<file path="config.mk">
export PLATFORM = sky130hd
export DESIGN_NAME = pll_freq_monitor
export DESIGN_NICKNAME = d
export VERILOG_FILES = /design/src/rtl/pll_freq_monitor.sv
export SDC_FILE = /design/constraint.sdc
export NUM_CORES = 1
export LEC_CHECK = 0
export ABC_AREA = 0
export BUFFER_PORTS_ARGS = -buffer_cell sky130_fd_sc_hd__buf_2
export CAP_MARGIN = 20
export CORE_MARGIN = 10
export CORE_UTILIZATION = 56
export DETAILED_ROUTE_END_ITERATION = 10
export PLACE_DENSITY = 0.86
export SLEW_MARGIN = 20
export SYNTH_ARGS = -nofsm -noshare
export SYNTH_HDL_FRONTEND = slang
export SYNTH_SLANG_ARGS = --single-unit
</file>
<file path="constraint.sdc">
create_clock -name clock -period 5.4 [get_ports clock]
set_clock_uncertainty 0.1 [all_clocks]
set_input_delay 0.81 -clock clock [delete_from_list [all_inputs] [get_ports clock]]
set_output_delay 0.81 -clock clock [all_outputs]
set_load 0.05 [all_outputs]
</file>
<file path="src/rtl/pll_freq_monitor.sv">
// Gated frequency monitor: counts rising edges of two asynchronous clock-observation inputs over a window of monitor-clock cycles.
// Optional comparator (expected counts, tolerance, pass flag) is enabled by defining PLL_FREQ_MONITOR_CMP_EN.
module pll_freq_monitor #(
    parameter int CNT_W = 16,
    parameter int WIN_W = 16
) (
    input  logic             clock,
    input  logic             resetb,
    input  logic             user_clk_mon,
    input  logic             core_clk_mon,
    input  logic [WIN_W-1:0] window,
    input  logic             start,
    input  logic             abort,
`ifdef PLL_FREQ_MONITOR_CMP_EN
    input  logic [CNT_W-1:0] exp_ucount,
    input  logic [CNT_W-1:0] exp_ccount,
    input  logic [7:0]       tol,
    output logic             pass,
`endif
    output logic             busy,
    output logic             done,
    output logic [CNT_W-1:0] ucount,
    output logic [CNT_W-1:0] ccount,
    output logic [1:0]       ovf
);

    typedef enum logic [1:0] {
        ST_IDLE  = 2'd0,
        ST_COUNT = 2'd1,
        ST_DONE  = 2'd2
    } state_t;

    localparam logic [CNT_W-1:0] CNT_ONE = CNT_W'(1);
    localparam logic [CNT_W-1:0] CNT_MAX = {CNT_W{1'b1}};
    localparam logic [WIN_W-1:0] WIN_ONE = WIN_W'(1);

    // Channel 1 = user clock, channel 0 = core clock (matches ovf bit order).
    logic [1:0] mon_in;
    logic [1:0] sync1_q, sync1_d;
    logic [1:0] sync2_q, sync2_d;
    logic [1:0] prev_q, prev_d;
    logic [1:0] pulse_q, pulse_d;

    state_t                 state_q, state_d;
    logic [WIN_W-1:0]       rem_q, rem_d;
    logic [1:0][CNT_W-1:0]  cnt_q, cnt_d;
    logic [1:0]             ovf_q, ovf_d;
    logic                   busy_q, busy_d;
    logic                   done_q, done_d;

`ifdef PLL_FREQ_MONITOR_CMP_EN
    logic [CNT_W-1:0] exp_u_q, exp_u_d;
    logic [CNT_W-1:0] exp_c_q, exp_c_d;
    logic [7:0]       tol_q, tol_d;
    logic             pass_q, pass_d;

    function automatic logic within_tol(input logic [CNT_W-1:0] a,
                                        input logic [CNT_W-1:0] b,
                                        input logic [7:0]       t);
        logic [CNT_W-1:0] diff;
        diff = (a >= b) ? (a - b) : (b - a);
        return ({8'd0, diff} <= {{CNT_W{1'b0}}, t});
    endfunction
`endif

    assign mon_in = {user_clk_mon, core_clk_mon};

    // Synchronizers and edge detectors run in every state so no edge is ever seen twice.
    always_comb begin
        sync1_d = mon_in;
        sync2_d = sync1_q;
        prev_d  = sync2_q;
        pulse_d = sync2_q & ~prev_q;
    end

    always_comb begin
        state_d = state_q;
        rem_d   = rem_q;
        cnt_d   = cnt_q;
        ovf_d   = ovf_q;
`ifdef PLL_FREQ_MONITOR_CMP_EN
        exp_u_d = exp_u_q;
        exp_c_d = exp_c_q;
        tol_d   = tol_q;
        pass_d  = pass_q;
`endif
        if (abort) begin
            state_d = ST_IDLE;
            cnt_d   = '0;
            ovf_d   = 2'b00;
`ifdef PLL_FREQ_MONITOR_CMP_EN
            pass_d  = 1'b0;
`endif
        end else begin
            case (state_q)
                ST_IDLE, ST_DONE: begin
                    if (start) begin
                        rem_d   = window;
                        cnt_d   = '0;
                        ovf_d   = 2'b00;
                        state_d = (window == '0) ? ST_DONE : ST_COUNT;
`ifdef PLL_FREQ_MONITOR_CMP_EN
                        exp_u_d = exp_ucount;
                        exp_c_d = exp_ccount;
                        tol_d   = tol;
                        // A zero window finishes immediately, so judge the zero counts now.
                        pass_d  = (window == '0) &&
                                  within_tol('0, exp_ucount, tol) &&
                                  within_tol('0, exp_ccount, tol);
`endif
                    end
                end
                ST_COUNT: begin
                    for (int i = 0; i < 2; i++) begin
                        if (pulse_q[i]) begin
                            if (cnt_q[i] == CNT_MAX) begin
                                ovf_d[i] = 1'b1;
                            end else begin
                                cnt_d[i] = cnt_q[i] + CNT_ONE;
                            end
                        end
                    end
                    if (rem_q == WIN_ONE) begin
                        state_d = ST_DONE;
`ifdef PLL_FREQ_MONITOR_CMP_EN
                        pass_d  = within_tol(cnt_d[1], exp_u_q, tol_q) &&
                                  within_tol(cnt_d[0], exp_c_q, tol_q) &&
                                  (ovf_d == 2'b00);
`endif
                    end
                    rem_d = rem_q - WIN_ONE;
                end
                default: state_d = ST_IDLE;
            endcase
        end
        busy_d = (state_d == ST_COUNT);
        done_d = (state_d == ST_DONE);
    end

    always_ff @(posedge clock or negedge resetb) begin
        if (!resetb) begin
            sync1_q <= 2'b00;
            sync2_q <= 2'b00;
            prev_q  <= 2'b00;
            pulse_q <= 2'b00;
            state_q <= ST_IDLE;
            rem_q   <= '0;
            cnt_q   <= '0;
            ovf_q   <= 2'b00;
            busy_q  <= 1'b0;
            done_q  <= 1'b0;
`ifdef PLL_FREQ_MONITOR_CMP_EN
            exp_u_q <= '0;
            exp_c_q <= '0;
            tol_q   <= '0;
            pass_q  <= 1'b0;
`endif
        end else begin
            sync1_q <= sync1_d;
            sync2_q <= sync2_d;
            prev_q  <= prev_d;
            pulse_q <= pulse_d;
            state_q <= state_d;
            rem_q   <= rem_d;
            cnt_q   <= cnt_d;
            ovf_q   <= ovf_d;
            busy_q  <= busy_d;
            done_q  <= done_d;
`ifdef PLL_FREQ_MONITOR_CMP_EN
            exp_u_q <= exp_u_d;
            exp_c_q <= exp_c_d;
            tol_q   <= tol_d;
            pass_q  <= pass_d;
`endif
        end
    end

    assign busy   = busy_q;
    assign done   = done_q;
    assign ucount = cnt_q[1];
    assign ccount = cnt_q[0];
    assign ovf    = ovf_q;
`ifdef PLL_FREQ_MONITOR_CMP_EN
    assign pass   = pass_q;
`endif

endmodule
</file>
Yosys cells after proc, flatten, opt, wreduce, memory -nomap -nowiden
Index checks and enable logic that the tools add are counted.

Register bits: 62. Output and inout port bits: 36. Word-level logic and storage cells: 64.

Add/sub/neg operators: 3. Equality and inequality tests: 15. Muxes and demuxes: 21. Bitwise logic cells: 3. Reduce and logical (&&, ||, !) cells: 10.

Operator list (count): two-way mux 16 bit (5); two-way mux 32 bit (2); case mux 32 bit (2 select lines) (1); adder 16 x 1 -> 16 bit (second input constant) (2); equality test 16 bit (second input constant) (2); case mux 16 bit (2 select lines) (1); != test 3 bit (second input constant) (7); equality test 16 x 1 -> 1 bit (second input constant) (1); zero test 16 bit (1); AND reduction 4 bit (4); subtractor 16 x 1 -> 16 bit (second input constant) (1); two-way mux 2 bit (6); case mux 2 bit (2 select lines) (2); equality test 2 x 1 -> 1 bit (second input constant) (2); equality test 2 bit (second input constant) (2); two-way mux 1 bit (4); AND reduction 3 bit (1); nonzero test 3 bit (1); AND 2 bit (1); zero test 2 bit (1); != test 2 bit (second input constant) (1); inverter 2 bit (1); nonzero test 2 bit (1); OR reduction 2 bit (1); inverter 1 bit (1).

Logic depth before layout (Yosys ltp)
Depth after elaboration: 6. Depth in mapped cells: 7. Depth with buffers taken out: 6.

Worst setup path before layout
Ideal clock, no wire load.

Kind: reg-to-reg. Start: register cnt_q (netlist bit ccount[0]). End: register cnt_q (netlist bit ccount[14]). Library setup time: 0.078 ns. Arrival time: 2.187 ns. Data required time: 5.222 ns. Slack: 3.035 ns. Cell stages (with the launch flop): 6. Path buffers: 0. Clock period less this slack: 2.365 ns. Cell sequence: dfrtp_1 > ha_1 > nand3_1 > or4_1 > or4_1 > a21oi_1.

Cells in the longest elaborated chain, start to end: 5. Elaborated cells on any way between the ends: 8.

RTL lines: from (decl) (RTL line 46) `logic [1:0][CNT_W-1:0] cnt_q, cnt_d;`; from (signal assigned) (RTL line 165) `cnt_q <= cnt_d;`; adder 16 x 1 -> 16 bit (RTL line 119) `cnt_d[i] = cnt_q[i] + CNT_ONE;`; two-way mux 16 bit (RTL line 116) `if (cnt_q[i] == CNT_MAX) begin`; two-way mux 16 bit (RTL line 115) `if (pulse_q[i]) begin`; case mux 32 bit (2 select lines) (RTL line 95) `case (state_q)`; two-way mux 32 bit (RTL line 87) `if (abort) begin`.

Several ways; a longest one is shown, not always the timed one. The select of a mux whose other input is x is not followed. A chain may end at the register's enable or synchronous reset.

Final worst setup path
Start: register state_q[0]. End: register cnt_q (netlist bit ucount[11]).

Cells in the longest elaborated chain, start to end: 4. Elaborated cells on any way between the ends: 11.

RTL lines: from (decl) (RTL line 44) `state_t state_q, state_d;`; from (signal assigned) (RTL line 163) `state_q <= state_d;`; equality test 2 bit / zero test 2 bit (equally long branches) (RTL line 95); OR reduction 2 bit (RTL line 95); != test 3 bit (no source line), or another cell as far along; AND reduction 4 bit (no source line) / two-way mux 32 bit (equally long branches).

Several ways; a longest one is shown, not always the timed one.

==> results.md <==
- Together, buffers and inverters on the worst path number 1.
- The post-route worst hold slack is 0.249 ns.
- The utilization after layout is 0.666.
- The count of final max-slew check failures is 0.
- The final instance count without filler cells is 502.
- Clock-pin slew was measured on the worst setup and hold paths at 0.07 ns.
- The floorplan step defined a die boundary enclosing 9740 um^2.
- The worst slew margin relative to its limit is 0.310.
- In the synthesized netlist the async set-or-reset flop fraction comes to 1.00.
- The arrival time of the worst setup path is 2.89 ns.
- The count of final setup violators is 0.
- The area of the core is around 6000 um^2.
- The final weighted congestion in routability-driven placement is 0.952.
- Power spread over the standard cell area amounts to 270 nW/um^2.
- The setup slack on the worst flop-to-flop path is ~2.7 ns.
- In this run, post-CTS repair resized a total of 0 instances.
- The number of nets handed over by synthesis was 399.
- Of the total synthesized cell area, the portion taken by AND, OR, NAND and NOR gates is 0.256.
- For this run, the register share of the synthesized area comes to 0.448.
- The number of setup buffers added after CTS is 0.
- The maximum fanout encountered on the critical timing path is 29.
- The total overflow left after global routing is 0.
- The starting density of the core is 0.582.
- The number of hold-slack violations in the final timing report is 0.
- The summed instance area of the synthesized netlist is 3470 um^2.
- The detailed router finished its first iteration with around 250 violations.
- For this block, the routed nets add up to 8.93 mm of wire.
- The total of flip-flops plus latches after synthesis is 62.
- The tree is rooted in a sky130_fd_sc_hd__clkbuf_8.
- The number of buffers on the longest clock path is 2.
- The length in cells of the worst reg-to-reg path is 5.
- In this run the horizontal extent of the chip is 98.7 um.
- In the final timing run, aggregate negative setup slack is 0 ns.
- From synthesis to final layout, the design area changed by 14.5%.
- Traced cell by cell, the critical path runs through nor2b_2, a211oi_2, buf_4, a2111oi_0, mux2i_1.
- For this block, the via count after detailed routing is 3367.
- The cell family with the largest share of critical-path delay is simple AND/OR/NAND/NOR gates.
- Including well taps, the total number of placed cells is 486.
- The number of max-cap violations is 0.
- The number of global-route vias before repair came to around 3300.
- Leaving out fill and tap cells, the most frequent cell in the layout is sky130_fd_sc_hd__dfrtp_1.
- The kind of capture point of the worst setup path is a flip-flop.
- The min-delay analysis places its worst path in the category flip-flop to flip-flop.
- The run finished with clean final reports.
- After synthesis, the largest family of logic cells by area is simple AND/OR/NAND/NOR gates.
- The instance count of the mapped netlist is 373.
- Of the total synthesized cell area, the portion taken by full adders, half adders and majority gates is 0.0144.
- The post-synthesis mux area share is 0.0177.
- After the last flow step, the layout net total stands at ~450.
- The worst IR drop on VDD is 0.000223 V.
- The class of the most critical setup path is flip-flop to flip-flop.
- The number of enable flip-flop cells after synthesis is 0.
- The H-tree level count is 3.
- The total of buffers placed on input and output ports is 57.
- Entering global routing, the biggest net connects 63 pins.
- Of the total synthesized cell area, the portion taken by XOR and XNOR cells is 0.
- For this design the static power due to leakage is 1.65 nW.
- The final cycle utilization of the critical path is 0.505.
- On the critical path, the stage with the largest delay is an instance of sky130_fd_sc_hd__nor2b_2.
- The shortest clock period the worst path allows after layout is 2.73 ns.
- The CTS tree is yes.
- In this run the most critical hold path is launched from sync1_q[1]$_DFF_PN0_.
- The beginning of the worst register-to-register path is state_q[0]$_DFF_PN0_.
- The height of the chip is 98.7 um.
- Among all flip-flop cells after synthesis, the most frequent one is sky130_fd_sc_hd__dfrtp_1.
- TritonCTS created 9 clock buffers.
- The clock insertion delay at the later pin of the skew report is between 0.3 and 0.4 ns.
- The number of diodes added for antenna fixing is 0.
- The number of remaining DRC errors is 0.
- The number of antenna violations at the first check in global routing was 0.
- The cell depth of the worst hold path is 0.
- The wire-length estimate of the detail-placed layout is 6.18 mm.
- The wire length of the first global-routing pass is 15.3 mm.
- The actual transition at the worst max-transition pin is just over 1 ns.
- A synthesized cell averages approximately 9.3 um^2.
- The category of the worst setup path launch point is a flip-flop.
- The length of the first detailed-routing pass in iterations is 7.
- The endpoint required time on the critical path is 5.57 ns.
- Of the cells placed in the final design, the portion with a size suffix greater than 1 is 0.197.
- Counting every sink on the clock net gives 62.
- The initialized floorplan defines 28 standard-cell rows.
- Yosys printed 0 warnings.
- In this run the critical register-to-register path is captured at ucount[11]$_DFFE_PN0P_.
- The post-route antenna net violation count is 0.
- Setup repair after global routing left no endpoint under its margin.
- The detail-routed via count per cell is 6.71.
- The post-synthesis compound-gate area fraction is 0.225.
- The global routing usage summed across all routing layers is 0.186.
- During I/O placement, the number of pins put on the boundary was 58.
- The worst hold path terminates at prev_d[1]$_DFF_PN0_.
- The number of hold buffers added after CTS was 0.
- In the layout the commonest cells are sky130_fd_sc_hd__dfrtp_1 (62), sky130_fd_sc_hd__buf_2 (57), sky130_fd_sc_hd__a21oi_1 (28), sky130_fd_sc_hd__nand2_1 (23), sky130_fd_sc_hd__nor2_1 (20).
- Counting distinct cell types in the post-synthesis netlist gives 51.
- The average wire per cell in the routed design is 17.8 um.
- The achievable clock frequency is between 300 and 400 MHz.
- In this design, the stage delay of the slowest critical-path cell is just under 0.9 ns.
flip-flops by register name (all words and copies together), names as in the netlist:
register	count
ccount	16
rem_q	16
ucount	16
ovf	2
prev_d	2
prev_q	2
pulse_q	2
state_q	2
sync1_q	2
busy	1
done	1
cells by family after synthesis:
kind of cell,after synthesis
and+or+nand+nor,151
DFF,62
muxes,6
AOI/OAI and AO/OA,116
buffers and inverters,34
adders and majority gates,4
cells in the mapped netlist (5+ instances only):
cell	count	area, um^2
sky130_fd_sc_hd__a21oi_1	28	140
sky130_fd_sc_hd__a2bb2oi_1	6	52.6
sky130_fd_sc_hd__a31oi_1	11	68.8
sky130_fd_sc_hd__and2_1	5	31.3
sky130_fd_sc_hd__and3_1	5	31.3
sky130_fd_sc_hd__and4_1	7	61.3
sky130_fd_sc_hd__buf_2	7	35.0
sky130_fd_sc_hd__clkbuf_1	11	41.3
sky130_fd_sc_hd__dfrtp_1	62	1550
sky130_fd_sc_hd__inv_1	13	48.8
sky130_fd_sc_hd__mux2i_1	5	50.1
sky130_fd_sc_hd__nand2_1	23	86.3
sky130_fd_sc_hd__nand3_1	16	80.1
sky130_fd_sc_hd__nand4_1	12	75.1
sky130_fd_sc_hd__nor2_1	20	75.1
sky130_fd_sc_hd__nor2b_1	5	31.3
sky130_fd_sc_hd__nor3_1	8	40.0
sky130_fd_sc_hd__nor4_1	10	62.6
sky130_fd_sc_hd__o211ai_1	6	45.0
sky130_fd_sc_hd__o21ai_0	16	80.1
sky130_fd_sc_hd__o22ai_1	6	37.5
sky130_fd_sc_hd__o31ai_1	12	90.1
sky130_fd_sc_hd__or3_1	9	56.3
sky130_fd_sc_hd__or4_1	15	113
layer usage:
layer	part of all wire	routed length, um	track usage	up-vias
met3	0.10	937	0.0635	12
li1	-	-	-	1565
met5	0	0	0	-
met2	0.47	4210	0.287	176
met4	0.010	92	0.0684	0
met1	0.41	3690	0.235	1614
layout make-up:
class,instances,area [um^2]
Fill cell,485,1990
Multi-Input combinational cell,277,1790
Sequential cell,62,1550
Timing Repair Buffer,59,300
Clock buffer,13,169
Tap cell,75,93.8
Inverter,13,48.8
Clock inverter,3,17.5
metrics by stage:
| stage | cell area [um^2] | total power (W) | setup slack, ns |
|---|---|---|---|
| after floorplan | 3470 | 0.000639 | 3.03 |
| after global placement | 3770 | 0.000683 | 2.78 |
| after detailed placement | 3770 | 0.000690 | 2.65 |
| after CTS | 3960 | 0.00108 | 2.66 |
| after global routing | 3970 | 0.00112 | 2.40 |
| final | 3970 | 0.00107 | 2.67 |
worst register-to-register path, delay by kind of cell, from the launching register on:
family	cells	cell delay, ns
multiplexers	1	0.24
AO/OA/AOI/OAI	2	0.68
AND/OR/NAND/NOR	1	0.89
flip-flops	1	0.49
buffers and inverters	1	0.25
power breakdown:
group | total (W) | switching [W] | internal (W)
Clock | 0.000388 | 0.000185 | 0.000203
Sequential | 0.000538 | 0.0000400 | 0.000498
Combinational | 0.000145 | 0.0000912 | 0.0000534
worst max path at each step:
stage / cells after the start / slack [ns] / from / end
detailed placement: 5 / 2.65 / state_q[0]$_DFF_PN0_ / ucount[13]$_DFFE_PN0P_
CTS: 5 / 2.66 / state_q[0]$_DFF_PN0_ / ucount[13]$_DFFE_PN0P_
finish: 5 / 2.67 / state_q[0]$_DFF_PN0_ / ucount[11]$_DFFE_PN0P_
global placement: 5 / 2.78 / state_q[0]$_DFF_PN0_ / ucount[13]$_DFFE_PN0P_
global route: 5 / 2.40 / state_q[0]$_DFF_PN0_ / ucount[11]$_DFFE_PN0P_
floorplan: 5 / 3.03 / ccount[0]$_DFFE_PN0P_ / ccount[14]$_DFFE_PN0P_
(Power assumes the default switching activity.)
